--- config.mk ---
export PLATFORM = sky130hd
export DESIGN_NAME = data_cache
export DESIGN_NICKNAME = d
export VERILOG_FILES = /design/src/rtl/data_cache.sv
export SDC_FILE = /design/constraint.sdc
export NUM_CORES = 1
export LEC_CHECK = 0
export CORE_MARGIN = 1
export CORE_UTILIZATION = 28
export DETAILED_ROUTE_END_ITERATION = 6
export GPL_ROUTABILITY_DRIVEN = 0
export HOLD_SLACK_MARGIN = 0.08
export MAX_ROUTING_LAYER = met4
export SLEW_MARGIN = 15
export SYNTH_ARGS = -nofsm -noshare
export SYNTH_HDL_FRONTEND = slang
export SYNTH_SLANG_ARGS = --single-unit
export TNS_END_PERCENT = 100
--- constraint.sdc ---
create_clock -name clk -period 5.4 [get_ports clk]
set_input_delay 1.08 -clock clk [delete_from_list [all_inputs] [get_ports clk]]
set_output_delay 1.08 -clock clk [all_outputs]
set_load 0.005 [all_outputs]
--- src/rtl/data_cache.sv ---
// data_cache: direct-mapped, one-word-per-line, write-through / no-write-allocate data cache
// sitting in the memory stage of a pipeline.
//
// Ports:
//   clk, rst            rising-edge clock, asynchronous active-low reset
//   memreadM/memwriteM  load / store request (both high is a store)
//   aluresultM          byte address (bits [1:0] ignored)
//   writedataM          store data
//   flush               invalidate every line at the next edge
//   readdataM, stallM   load data and pipeline stall
//   mem_*               single-word backing-memory request/response handshake
//   hit_count/miss_count  saturating load hit/miss counters
module data_cache #(
    parameter int unsigned DATA_WIDTH = 32,
    parameter int unsigned SETS       = 8
) (
    input  logic                  clk,
    input  logic                  rst,
    input  logic                  memreadM,
    input  logic                  memwriteM,
    input  logic [DATA_WIDTH-1:0] aluresultM,
    input  logic [DATA_WIDTH-1:0] writedataM,
    input  logic                  flush,
    output logic [DATA_WIDTH-1:0] readdataM,
    output logic                  stallM,
    output logic                  mem_req,
    output logic                  mem_we,
    output logic [DATA_WIDTH-1:0] mem_addr,
    output logic [DATA_WIDTH-1:0] mem_wdata,
    input  logic                  mem_ready,
    input  logic [DATA_WIDTH-1:0] mem_rdata,
    output logic [15:0]           hit_count,
    output logic [15:0]           miss_count
);

    localparam int unsigned IW = $clog2(SETS);
    localparam int unsigned TW = DATA_WIDTH - 2 - IW;

    typedef enum logic [1:0] {StIdle, StReadMiss, StWriteThru} state_e;

    state_e                  r_state;
    state_e                  w_state_next;
    logic [SETS-1:0]         r_valid;
    logic [TW-1:0]           r_tag  [SETS];
    logic [DATA_WIDTH-1:0]   r_data [SETS];
    logic [DATA_WIDTH-3:0]   r_waddr;
    logic [DATA_WIDTH-1:0]   r_wdata;
    logic [15:0]             r_hit_cnt;
    logic [15:0]             r_miss_cnt;

    logic [IW-1:0]           w_idx;
    logic [TW-1:0]           w_tag;
    logic [IW-1:0]           w_fill_idx;
    logic [TW-1:0]           w_fill_tag;
    logic                    w_hit;
    logic                    w_load;
    logic                    w_store;
    logic                    w_fill;
    logic                    w_idle;
    logic                    w_unused_lo;

    assign w_idx       = aluresultM[IW+1:2];
    assign w_tag       = aluresultM[DATA_WIDTH-1:IW+2];
    assign w_hit       = r_valid[w_idx] && (r_tag[w_idx] == w_tag);
    assign w_store     = memwriteM;
    assign w_load      = memreadM && !memwriteM;
    assign w_idle      = (r_state == StIdle);
    assign w_fill      = (r_state == StReadMiss) && mem_ready;
    assign w_fill_idx  = r_waddr[IW-1:0];
    assign w_fill_tag  = r_waddr[DATA_WIDTH-3:IW];
    assign w_unused_lo = ^aluresultM[1:0];

    // State register
    always_ff @(posedge clk or negedge rst) begin
        if (!rst) begin
            r_state <= StIdle;
        end else begin
            r_state <= w_state_next;
        end
    end

    // Next-state logic
    always_comb begin
        w_state_next = r_state;
        unique case (r_state)
            StIdle: begin
                if (w_store) begin
                    w_state_next = StWriteThru;
                end else if (w_load && !w_hit) begin
                    w_state_next = StReadMiss;
                end
            end
            StReadMiss, StWriteThru: begin
                if (mem_ready) begin
                    w_state_next = StIdle;
                end
            end
            default: w_state_next = StIdle;
        endcase
    end

    // Outputs; reset overrides so the pipeline sees a quiet cache while rst is low
    always_comb begin
        stallM    = 1'b0;
        readdataM = '0;
        if (rst) begin
            unique case (r_state)
                StIdle: begin
                    if (w_store) begin
                        stallM = 1'b1;
                    end else if (w_load) begin
                        stallM = !w_hit;
                        if (w_hit) begin
                            readdataM = r_data[w_idx];
                        end
                    end
                end
                StReadMiss: begin
                    stallM = !mem_ready;
                    if (mem_ready) begin
                        readdataM = mem_rdata;
                    end
                end
                StWriteThru: stallM = !mem_ready;
                default: ;
            endcase
        end
    end

    // Backing-memory controls come straight from registers, so they hold for the whole request
    assign mem_req    = (r_state != StIdle);
    assign mem_we     = (r_state == StWriteThru);
    assign mem_addr   = {r_waddr, 2'b00};
    assign mem_wdata  = r_wdata;
    assign hit_count  = r_hit_cnt;
    assign miss_count = r_miss_cnt;

    // Request latch: captured only when leaving IDLE
    always_ff @(posedge clk or negedge rst) begin
        if (!rst) begin
            r_waddr <= '0;
            r_wdata <= '0;
        end else if (w_idle && (w_store || (w_load && !w_hit))) begin
            r_waddr <= aluresultM[DATA_WIDTH-1:2];
            if (w_store) begin
                r_wdata <= writedataM;
            end
        end
    end

    // Valid bits; the fill assignment comes last so a coincident fill survives a flush
    always_ff @(posedge clk or negedge rst) begin
        if (!rst) begin
            r_valid <= '0;
        end else begin
            if (flush) begin
                r_valid <= '0;
            end
            if (w_fill) begin
                r_valid[w_fill_idx] <= 1'b1;
            end
        end
    end

    // Tag/data arrays need no reset; valid bits gate every use
    always_ff @(posedge clk) begin
        if (w_fill) begin
            r_tag[w_fill_idx]  <= w_fill_tag;
            r_data[w_fill_idx] <= mem_rdata;
        end else if (w_idle && w_store && w_hit) begin
            r_data[w_idx] <= writedataM;
        end
    end

    // Saturating load statistics
    always_ff @(posedge clk or negedge rst) begin
        if (!rst) begin
            r_hit_cnt  <= '0;
            r_miss_cnt <= '0;
        end else if (w_idle && w_load) begin
            if (w_hit) begin
                if (r_hit_cnt != 16'hFFFF) begin
                    r_hit_cnt <= r_hit_cnt + 16'd1;
                end
            end else if (r_miss_cnt != 16'hFFFF) begin
                r_miss_cnt <= r_miss_cnt + 16'd1;
            end
        end
    end

endmodule

Yosys cells after proc, flatten, opt, wreduce, memory -nomap -nowiden. Memories as Yosys holds them, arrays and structs flattened. Index checks and enable logic that the tools add are counted.

Register bits after elaboration: 104. Bits in writable memories: 472. Input bits: 102. Logic and storage cells: 71. Memories: 2.

Memory list: r_data (words 8, width 32, read ports 1, clocked after Yosys merged registers in 0, wr ports 1, line 45) `logic [DATA_WIDTH-1:0] r_data [SETS];`; r_tag (words 8, width 27, read ports 1, clocked after Yosys merged registers in 0, wr ports 1, line 44) `logic [TW-1:0] r_tag [SETS];`.

Add/sub/neg operators: 2. $lt $le $gt $ge: 3. Equality and inequality tests: 7. Mux-type cells: 28. Bitwise logic cells: 2. Reduce and logical (&&, ||, !) cells: 21.

Operators with widths (count): 32-bit two-way mux (6); 32-bit case mux with 2 select lines (1); 16-bit by 1-bit adder with 16-bit output (second input constant) (2); 16-bit inequality test (second input constant) (2); 32-bit OR reduction (1); 27-bit == test (1); 8-bit two-way mux (2); 1-bit two-way mux (11); 1-bit logical AND (9); 3-bit by 4-bit < comparator with 1-bit output (second input constant) (2); 8-bit bitwise OR (1); 2-bit two-way mux (3); 3-bit AND reduction (2); 2-bit case mux with 2 select lines (1); 2-bit AND reduction (2); 1-bit binary-select mux with 3-bit select (1); 1-bit demux with 3-bit select (1); 3-bit by 1-bit >= comparator with 1-bit output (second input constant) (1); 1-bit logical NOT (3); 3-bit two-way mux (1); 3-bit by 2-bit inequality test with 1-bit output (second input constant) (1); 2-bit by 1-bit == test with 1-bit output (second input constant) (1); 2-bit == test (second input constant) (1); 2-bit logical NOT (1); 6 further kinds (6).

Depth between registers and ports, before layout. Gate-level depths: netlist of run 1.

Depth after elaboration: 9. Depth in mapped cells: 14. Mapped depth without buffers: 8.

Worst setup path after synthesis of run 1. No wires, ideal clock.

Path kind: input-to-reg. From: in aluresultM[3]. To: mem r_data[0][0], enable pin. Arrival time: 6.402 ns. Setup slack: -1.472 ns. Cell stages on the path: 12. Path through: clkbuf_1 -> clkbuf_1 -> buf_1 -> buf_1 -> mux2i_1 -> xor2_1 -> nand4_1 -> nor4_1 -> and3_1 -> buf_2 -> nand3_1 -> o31ai_1.

Longest elaborated chain between the ends: 9. Elaborated cells on any way between the ends: 12.

Ends and longest elaborated chain: start, declared (line 21) `input logic [DATA_WIDTH-1:0] aluresultM,`; memory read 8 x 27 bit / 1-bit binary-select mux with 3-bit select (equally long branches); 27-bit == test / 1-bit two-way mux (equally long branches) (line 64) `assign w_hit = r_valid[w_idx] && (r_tag[w_idx] == w_tag);`; 1-bit logical AND (line 64); 1-bit logical AND (line 170) `end else if (w_idle && w_store && w_hit) begin`; 1-bit two-way mux (line 170); 1-bit two-way mux (line 167) `if (w_fill) begin`; 1-bit two-way mux (implied by the code) (line 171) `r_data[w_idx] <= writedataM;`; 32-bit OR reduction (no line); 3-bit two-way mux (no line) / 1-bit two-way mux (equally long branches); end, declared (line 45).

Several ways; a longest one is shown, not always the timed one. The select of a mux whose other input is x is not followed.

Worst setup path in the final report of run 1.
From: in aluresultM[2]. To: out readdataM[3].

Longest elaborated chain between the ends: 8. Elaborated cells on any way between the ends: 11.

Ends and longest elaborated chain: memory read 8 x 27 bit / 1-bit binary-select mux with 3-bit select (equally long branches); 27-bit == test / 1-bit two-way mux (equally long branches) (line 64); 1-bit logical AND (line 64); 32-bit two-way mux (*) (line 113) `if (w_hit) begin`; 32-bit two-way mux (*) (line 111) `end else if (w_load) begin`; 32-bit two-way mux (*) (line 109) `if (w_store) begin`; 32-bit case mux with 2 select lines (*) (line 107) `unique case (r_state)`; 32-bit two-way mux (*) (line 106) `if (rst) begin`; end, declared (line 24) `output logic [DATA_WIDTH-1:0] readdataM,`.

Mark *: on every way between the ends. The rest lies on a longest branch, timed or not. The select of a mux whose other input is x is not followed.

==> metrics.csv, run 1 <==
metric;value;unit
Synth area leader;edfxtp_1;
cell row count;105;
Final Skew;0.04726;ns
Boundary Pins;233;
via count;12590;
R2R Path Start;r_tag[1][25];
R2R Setup Slk;1.36;ns
f_max;0.1825;GHz
synth-to-layout area growth;26.95;%
Remaining DRCs;0;
Synth area leaders;edfxtp_1 61%, dfrtp_1 11%, mux4_2 10%;
worst setup path start;aluresultM[2];
Seq pwr share;49.3;%
ys flop type;edfxtp_1;
CP max stage delay;0.54;ns
worst-path cell with the longest stage delay;clkdlybuf4s50_1;
critical path class;input port to output port;
clk slew on worst S/H paths;0.06;ns
Post-Synthesis Cell Area;0.02342;mm2
initial antenna violation count;0;
Initial Util;28.43;%
Final HPWL DP;34.09;mm
Worst-Margin Slew;1.269;ns
worst setup path end;readdataM[3];
latest clock arrival within the worst-skew pair;0.63;ns
Post-synth EDFFs;472;
warnings from Yosys;0;
CP most frequent cell;buf_12;
worst-path fanout max;15;
vias per std cell;4.705;
total CTS buffers;59;
Netlist cell types;44;
Die ar.;0.08481;mm2
Root Buffer;clkbuf_16;
Tot Pwr;0.01196;W
Total Wirelength;57.78;mm
GRT overflow;0;
largest net degree at the start of global routing;81;
most frequent cells in the layout;472 x edfxtp_1, 199 x clkdlybuf4s50_1, 121 x mux2_2;
sw frac;25.22;%
setup violators final;8;
nets;1663;
FF+latch count, synth;576;
CTS tree;done;
maximum clock path buffer count;3;
P_int;0.008946;W
number of diodes;0;
GRT Total Usage;13.91;%
Die Wd;291.2;um
Net Switching;0.003017;W
Critical Path End Type;output port;
Sinks on Clock Net;576;
Critical Path RT;4.32;ns
Buffers on Ports;228;
clock share of power;34.6;%
commonest non-fill, non-tap cell in the layout;edfxtp_1;
Setup crit start kind;input port;
total of max-cap violations;0;
dpl ws;-0.4231;ns
drt pass-1 iters;5;
asr flop ratio synth;18.06;%
Cell Chain, Critical Path;clkbuf_8 > buf_12 > buf_16 > buf_12 > mux4_2 > mux2i_1 > xor2_1 > nand4_1 > nor4_1 > buf_4 > and3_4 > buf_12 > nand3_1 > a21oi_1 > clkdlybuf4s50_1;
Synth top area share;60.52;%
worst rel slew slack;15.37;%
Die Ht;291.2;um
Hold Vio Cnt, Final;0;
outcome;complete, but fails checks;
syn avg cell area;18.62;um2
Placeable Area;0.08237;mm2
Final Cycle Share;101.5;%
first-pass GRT wire length;86.19;mm
min-delay worst type;flop to flop;
min Tclk post-route;5.479;ns
worst setup margin;-0.07890;ns
Reg2Reg Depth;12;
RR Endpoint;r_data[5][4];
crit path DAT;4.40;ns
sequential cell area fraction in the yosys report;71.63;%
post-route ant nets;0;
VDD IR max;242.6;uV
Pins Over Slew Limit;0;
RSZ-0062 raised after global routing;true;
P_leak;10.25;nW
Pwr Density;402.4;mW/mm2
Avg WL per Cell;21.59;um
Syn Inst Count;1258;
Logic pwr share;16.1;%
violated checks;negative setup slack;
layout cell share with drive strength beyond 1;27.21;%
First DRT Iteration DRCs;801;
vias in the first global route;13464;
hold buffer count at CTS;0;
H-tree levels;2;
registers in the layout, summed over array words and instances (netlist names):
signal,count
r_data,256
r_tag,216
mem_wdata,32
r_waddr,30
hit_count,16
miss_count,16
r_valid,8
r_state,2
logic make-up (layout without fill, tap and decap cells):
group | after synthesis | count (layout) | share of synthesized area [%]
DFF | 576 | 576 | 71.63
muxes | 285 | 285 | 18.63
and+or+nand+nor | 190 | 190 | 4.263
AOI/OAI and AO/OA | 76 | 76 | 1.961
buffers and inverters | 75 | 422 | 1.346
xor gates and xnor gates | 49 | 49 | 1.832
adders and majority gates | 6 | 6 | 0.3205
other | 1 | 2 | 0.01601
routing by layer:
metal  vias to the layer above  track usage, %  wire length, um
li1                       5605               -                -
met1                      6629           18.72            26530
met2                       286           22.38            27900
met3                        70           1.886             2335
met4                         0           3.046             1010
met5                         -               -                0
layout make-up:
cell class                 instances  area [um2]
fill                            7607       52640
sequential                       576       16780
multi-input combinational        608        6496
timing repair buffer             300        3075
clock buffer                      83        1678
tap                             1070        1339
clock inverter                    29       331.6
inverter                          10       37.54
how the worst min path moves through the flow:
stage                from         end  slack [ns]  cells past startpoint
2_1_floorplan  r_valid[1]  r_valid[1]        0.44                      1
3_3_place_gp   r_valid[5]  r_valid[5]        0.45                      1
3_5_place_dp   r_valid[1]  r_valid[1]        0.46                      1
4_1_cts        r_valid[1]  r_valid[1]        0.48                      1
5_1_grt        r_valid[3]  r_valid[3]        0.50                      1
6_report       r_valid[1]  r_valid[1]        0.47                      1
cell usage after synthesis, types with 17 or more instances:
library cell / number
xnor2_1: 17
clkbuf_1: 34
mux2_2: 122
nand2_1: 51
a21oi_1: 35
edfxtp_1: 472
xor2_1: 32
dfrtp_1: 104
mux2i_1: 31
nand3_1: 51
mux4_2: 106
mux2_1: 26
power by group through the flow:
| stage | clock, W | sequential (W) | combinational, W |
|---|---|---|---|
| 2_1_floorplan | 0 | 0.00587 | 0.000839 |
| 3_3_place_gp | 0 | 0.00594 | 0.00192 |
| 3_5_place_dp | 0 | 0.00598 | 0.00194 |
| 4_1_cts | 0.00424 | 0.00590 | 0.00195 |
| 5_1_grt | 0.00441 | 0.00597 | 0.00207 |
| 6_report | 0.00414 | 0.00590 | 0.00193 |
stage by stage:
step | utilization (%) | cells | cell area (um2) | hold WS (ns) | setup TNS (ns)
final | 36.10 | 2676 | 29730 | 0.4738 | -0.3851
after global routing | 36.10 | 2676 | 29730 | 0.5003 | -1.874
after CTS | 35.87 | 2660 | 29540 | 0.4775 | -1.633
after detailed placement | 33.38 | 2547 | 27490 | 0.4643 | -10.50
after global placement | 33.38 | 2547 | 27490 | 0.4534 | -10.27
after floorplan | - | 1259 | 23440 | 0.4444 | -33.85
worst max-delay path: cells and delay by family:
family	cells	cell delay (ns)
and+or+nand+nor	4	0.81
xor gates and xnor gates	1	0.21
AOI/OAI and AO/OA	1	0.18
muxes	2	0.69
buffers and inverters	7	1.41
timing repair:
item / in CTS / in global routing
gates cloned: 1 / 0
buffers inserted: 0 / 16
gates resized for setup: 30 / 25
endpoints found under the setup margin: 33 / 32
pin swaps: 17 / 19
(Power assumes the default switching activity.)
==> run 2: changes to the inputs <==
- ABC_AREA: not set -> 1
==> run 2 against run 1 <==
The flow now finishes without violations. Clock skew rose by 0.0066 ns. Core utilization decreased by 0.94 points. Wire length increased by 24%. Worst hold slack lost 0.089 ns. Total power increased by 2.4%. Global-route usage increased by 2.0 points. Clock power rose by 6.0%. Count of clock-buffer cells in the layout up 1. First-iteration DRC count is 120% higher. Sequential share of layout area fell by 3.3 points. Register-to-register slack better by 0.39 ns. Flip-flop and latch count unchanged. Largest power group unchanged.
==> metrics.csv, run 2 <==
metric;value;unit
post-synthesis compound-gate area fraction;7.585;%
global routing's busiest layer;met2;
outcome;finished, final reports clean;
Critical Path End Type;output port;
met1 Resource Use GR;21.15;%
cell row count;110;
Area after DPL;0.02937;mm2
min Tclk post-route;5.107;ns
Root Buffer;clkbuf_16;
worst-path fanout max;37;
commonest non-fill, non-tap cell in the layout;nand2_1;
Worst-Margin Slew;1.052;ns
Post-Synth Adder-Cell Area;0.2955;%
Inst Count DP;3838;
total CTS buffers;61;
post-route ant nets;0;
Pwr Density;387.8;mW/mm2
Setup crit start kind;input port;
CP max stage delay;0.53;ns
most frequent cells in the layout;619 x nand2_1, 472 x edfxtp_1, 257 x inv_1;
Die Wd;303.2;um
Fin Setup TNS;0;ns
Buffers on Ports;228;
mux cell area share after synthesis;0;%
Final HPWL DP;44.97;mm
Die Ht;303.2;um
hold buffer count at CTS;0;
Boundary Pins;233;
Total Wirelength;71.63;mm
vias in the first global route;17735;
GRT Total Usage;15.93;%
Die ar.;0.09193;mm2
largest net degree at the start of global routing;77;
Hold WS;0.3850;ns
Avg WL per Cell;18.09;um
met2 Use GR;24.97;%
GRT overflow;0;
Remaining DRCs;0;
synth-to-layout area growth;24.37;%
First DRT Iteration DRCs;1726;
Netlist cell types;33;
simple-gate share of the synthesized area;18.97;%
maximum clock path buffer count;3;
GR Util met3;3.156;%
min-delay worst type;input port to async pin;
Tot Pwr;0.01225;W
Post-synth top cells;621 x nand2_1, 472 x edfxtp_1, 257 x inv_1;
f_max;0.1958;GHz
drt pass-1 iters;5;
CTS tree;done;
crit path DAT;4.03;ns
initial antenna violation count;2;
Pins Over Slew Limit;0;
syn avg cell area;10.20;um2
RSZ-0062 raised after global routing;false;
Final Cycle Share;94.58;%
vias per std cell;4.661;
Critical Path RT;4.32;ns
most flop-heavy register;r_data;
Synth area leader;edfxtp_1;
setup violators final;0;
Cell Chain, Critical Path;buf_6 > buf_6 > nor2_1 > nor2_1 > nand2_1 > nand3_1 > nand3_1 > nand2_1 > nand2_1 > nor2_1 > nand3_2 > nor3_4 > buf_12 > buf_4 > nand3_1 > a21oi_1 > clkdlybuf4s50_1;
Synth top area share;55.79;%
Synth area leaders;edfxtp_1 56%, dfrtp_1 10%, nand2_1 9.2%;
nets;2836;
Post-Synthesis Cell Area;0.02540;mm2
critical path class;input port to output port;
Initial Util;28.27;%
worst rel slew slack;29.86;%
Syn Inst Count;2490;
ys flop type;edfxtp_1;
P_leak;12.22;nW
Hold Vio Cnt, Final;0;
Largest register FFs;256;
Final Skew;0.05382;ns
Sinks on Clock Net;576;
largest family of logic cells by synthesized area;simple AND/OR/NAND/NOR gates;
warnings from Yosys;0;
asr flop ratio synth;18.06;%
first-pass GRT wire length;108.0;mm
worst-path cell with the longest stage delay;clkdlybuf4s50_1;
layout cell share with drive strength beyond 1;7.911;%
Bufs and invs on worst path;5;
via count;18452;
clk slew on worst S/H paths;0.06;ns
most common cell in the netlist;nand2_1;
FF+latch count, synth;576;
Placeable Area;0.08987;mm2
H-tree levels;2;
sequential cell area fraction in the yosys report;66.04;%
VDD IR max;242.8;uV
Crit path max-delay family;buffers and inverters;
post-route insts no fill;3959;
finished layout cell area;0.03159;mm2
final-layout fill cell count;8930;
post-synthesis xor/xnor area fraction;0.7930;%
total of max-cap violations;0;
latest clock arrival within the worst-skew pair;0.66;ns
Post-synth EDFFs;472;
-- run 2: worst paths after layout --
path,start,slack (ns),cells after the start,end
max in group asynchronous,rst,3.54,2,miss_count[4]
worst max-delay path,aluresultM[2],0.29,17,readdataM[31]
worst min-delay path,rst,0.39,1,r_waddr[3]
min in group clk,mem_wdata[20],0.48,2,mem_wdata[20]
worst max register to register,r_tag[3][5],1.75,19,r_data[0][17]
worst min register to register,mem_wdata[20],0.48,2,mem_wdata[20]
-- run 2: cells by family (layout without fill, tap and decap cells) --
group	Yosys count	count (layout)
compound gates	333	333
xor+xnor	23	23
fa+ha+maj	6	6
buf+inv	394	684
flops	576	576
other cells	1	4
simple gates	1157	1157
-- run 2: power breakdown --
part	internal, W	switching [W]
combinational	0.000847	0.00115
sequential	0.00545	0.000416
clock	0.00257	0.00182
-- run 2: through the flow --
stage               setup WS, ns  util [%]
global route             0.02143     35.15
floorplan                 0.8633         -
CTS                      0.05430     35.09
global placement         0.08996     32.68
detailed placement       0.08666     32.68
finish                    0.2929     35.15
-- run 2: worst register-to-register path, cell delays in order (launching register included) --
cell      delay [ns]
edfxtp_1        0.36
inv_1           0.06
nand2_1         0.04
nand3_1         0.08
nand3_1         0.09
nand3_1         0.24
nand2_1         0.08
nor2_1          0.10
nand2_1         0.06
nor2_1          0.10
nand2_1         0.15
buf_4           0.19
nor2_2          0.29
nand2_2         0.33
nand2_1         0.14
nand2_1         0.09
inv_1           0.08
nand2_1         0.14
nor2_4          0.40
buf_12          0.29
-- run 2: cell type report --
cell class	count	area [um2]	share of cell area [%]
well taps	1176	1471	4.657
repair buffers	305	2988	9.457
inverters	263	1007	3.188
multi-input cells	1521	7178	22.72
clock buffers	84	1819	5.758
diodes	2	5.005	0.01584
flip-flops and latches	576	16780	53.10
clock inverters	32	347.8	1.101
-- run 2: routing by layer --
layer  routed length [um]  part of all wire [%]
met1                31450                    44
met4                 1537                   2.1
met2                33330                    47
met5                    0                     0
met3                 5314                   7.4
-- run 2: timing repair --
item | CTS | global route
setup buffers | 0 | 3
setup endpoints to repair | 0 | 29
gates resized for setup | 0 | 10
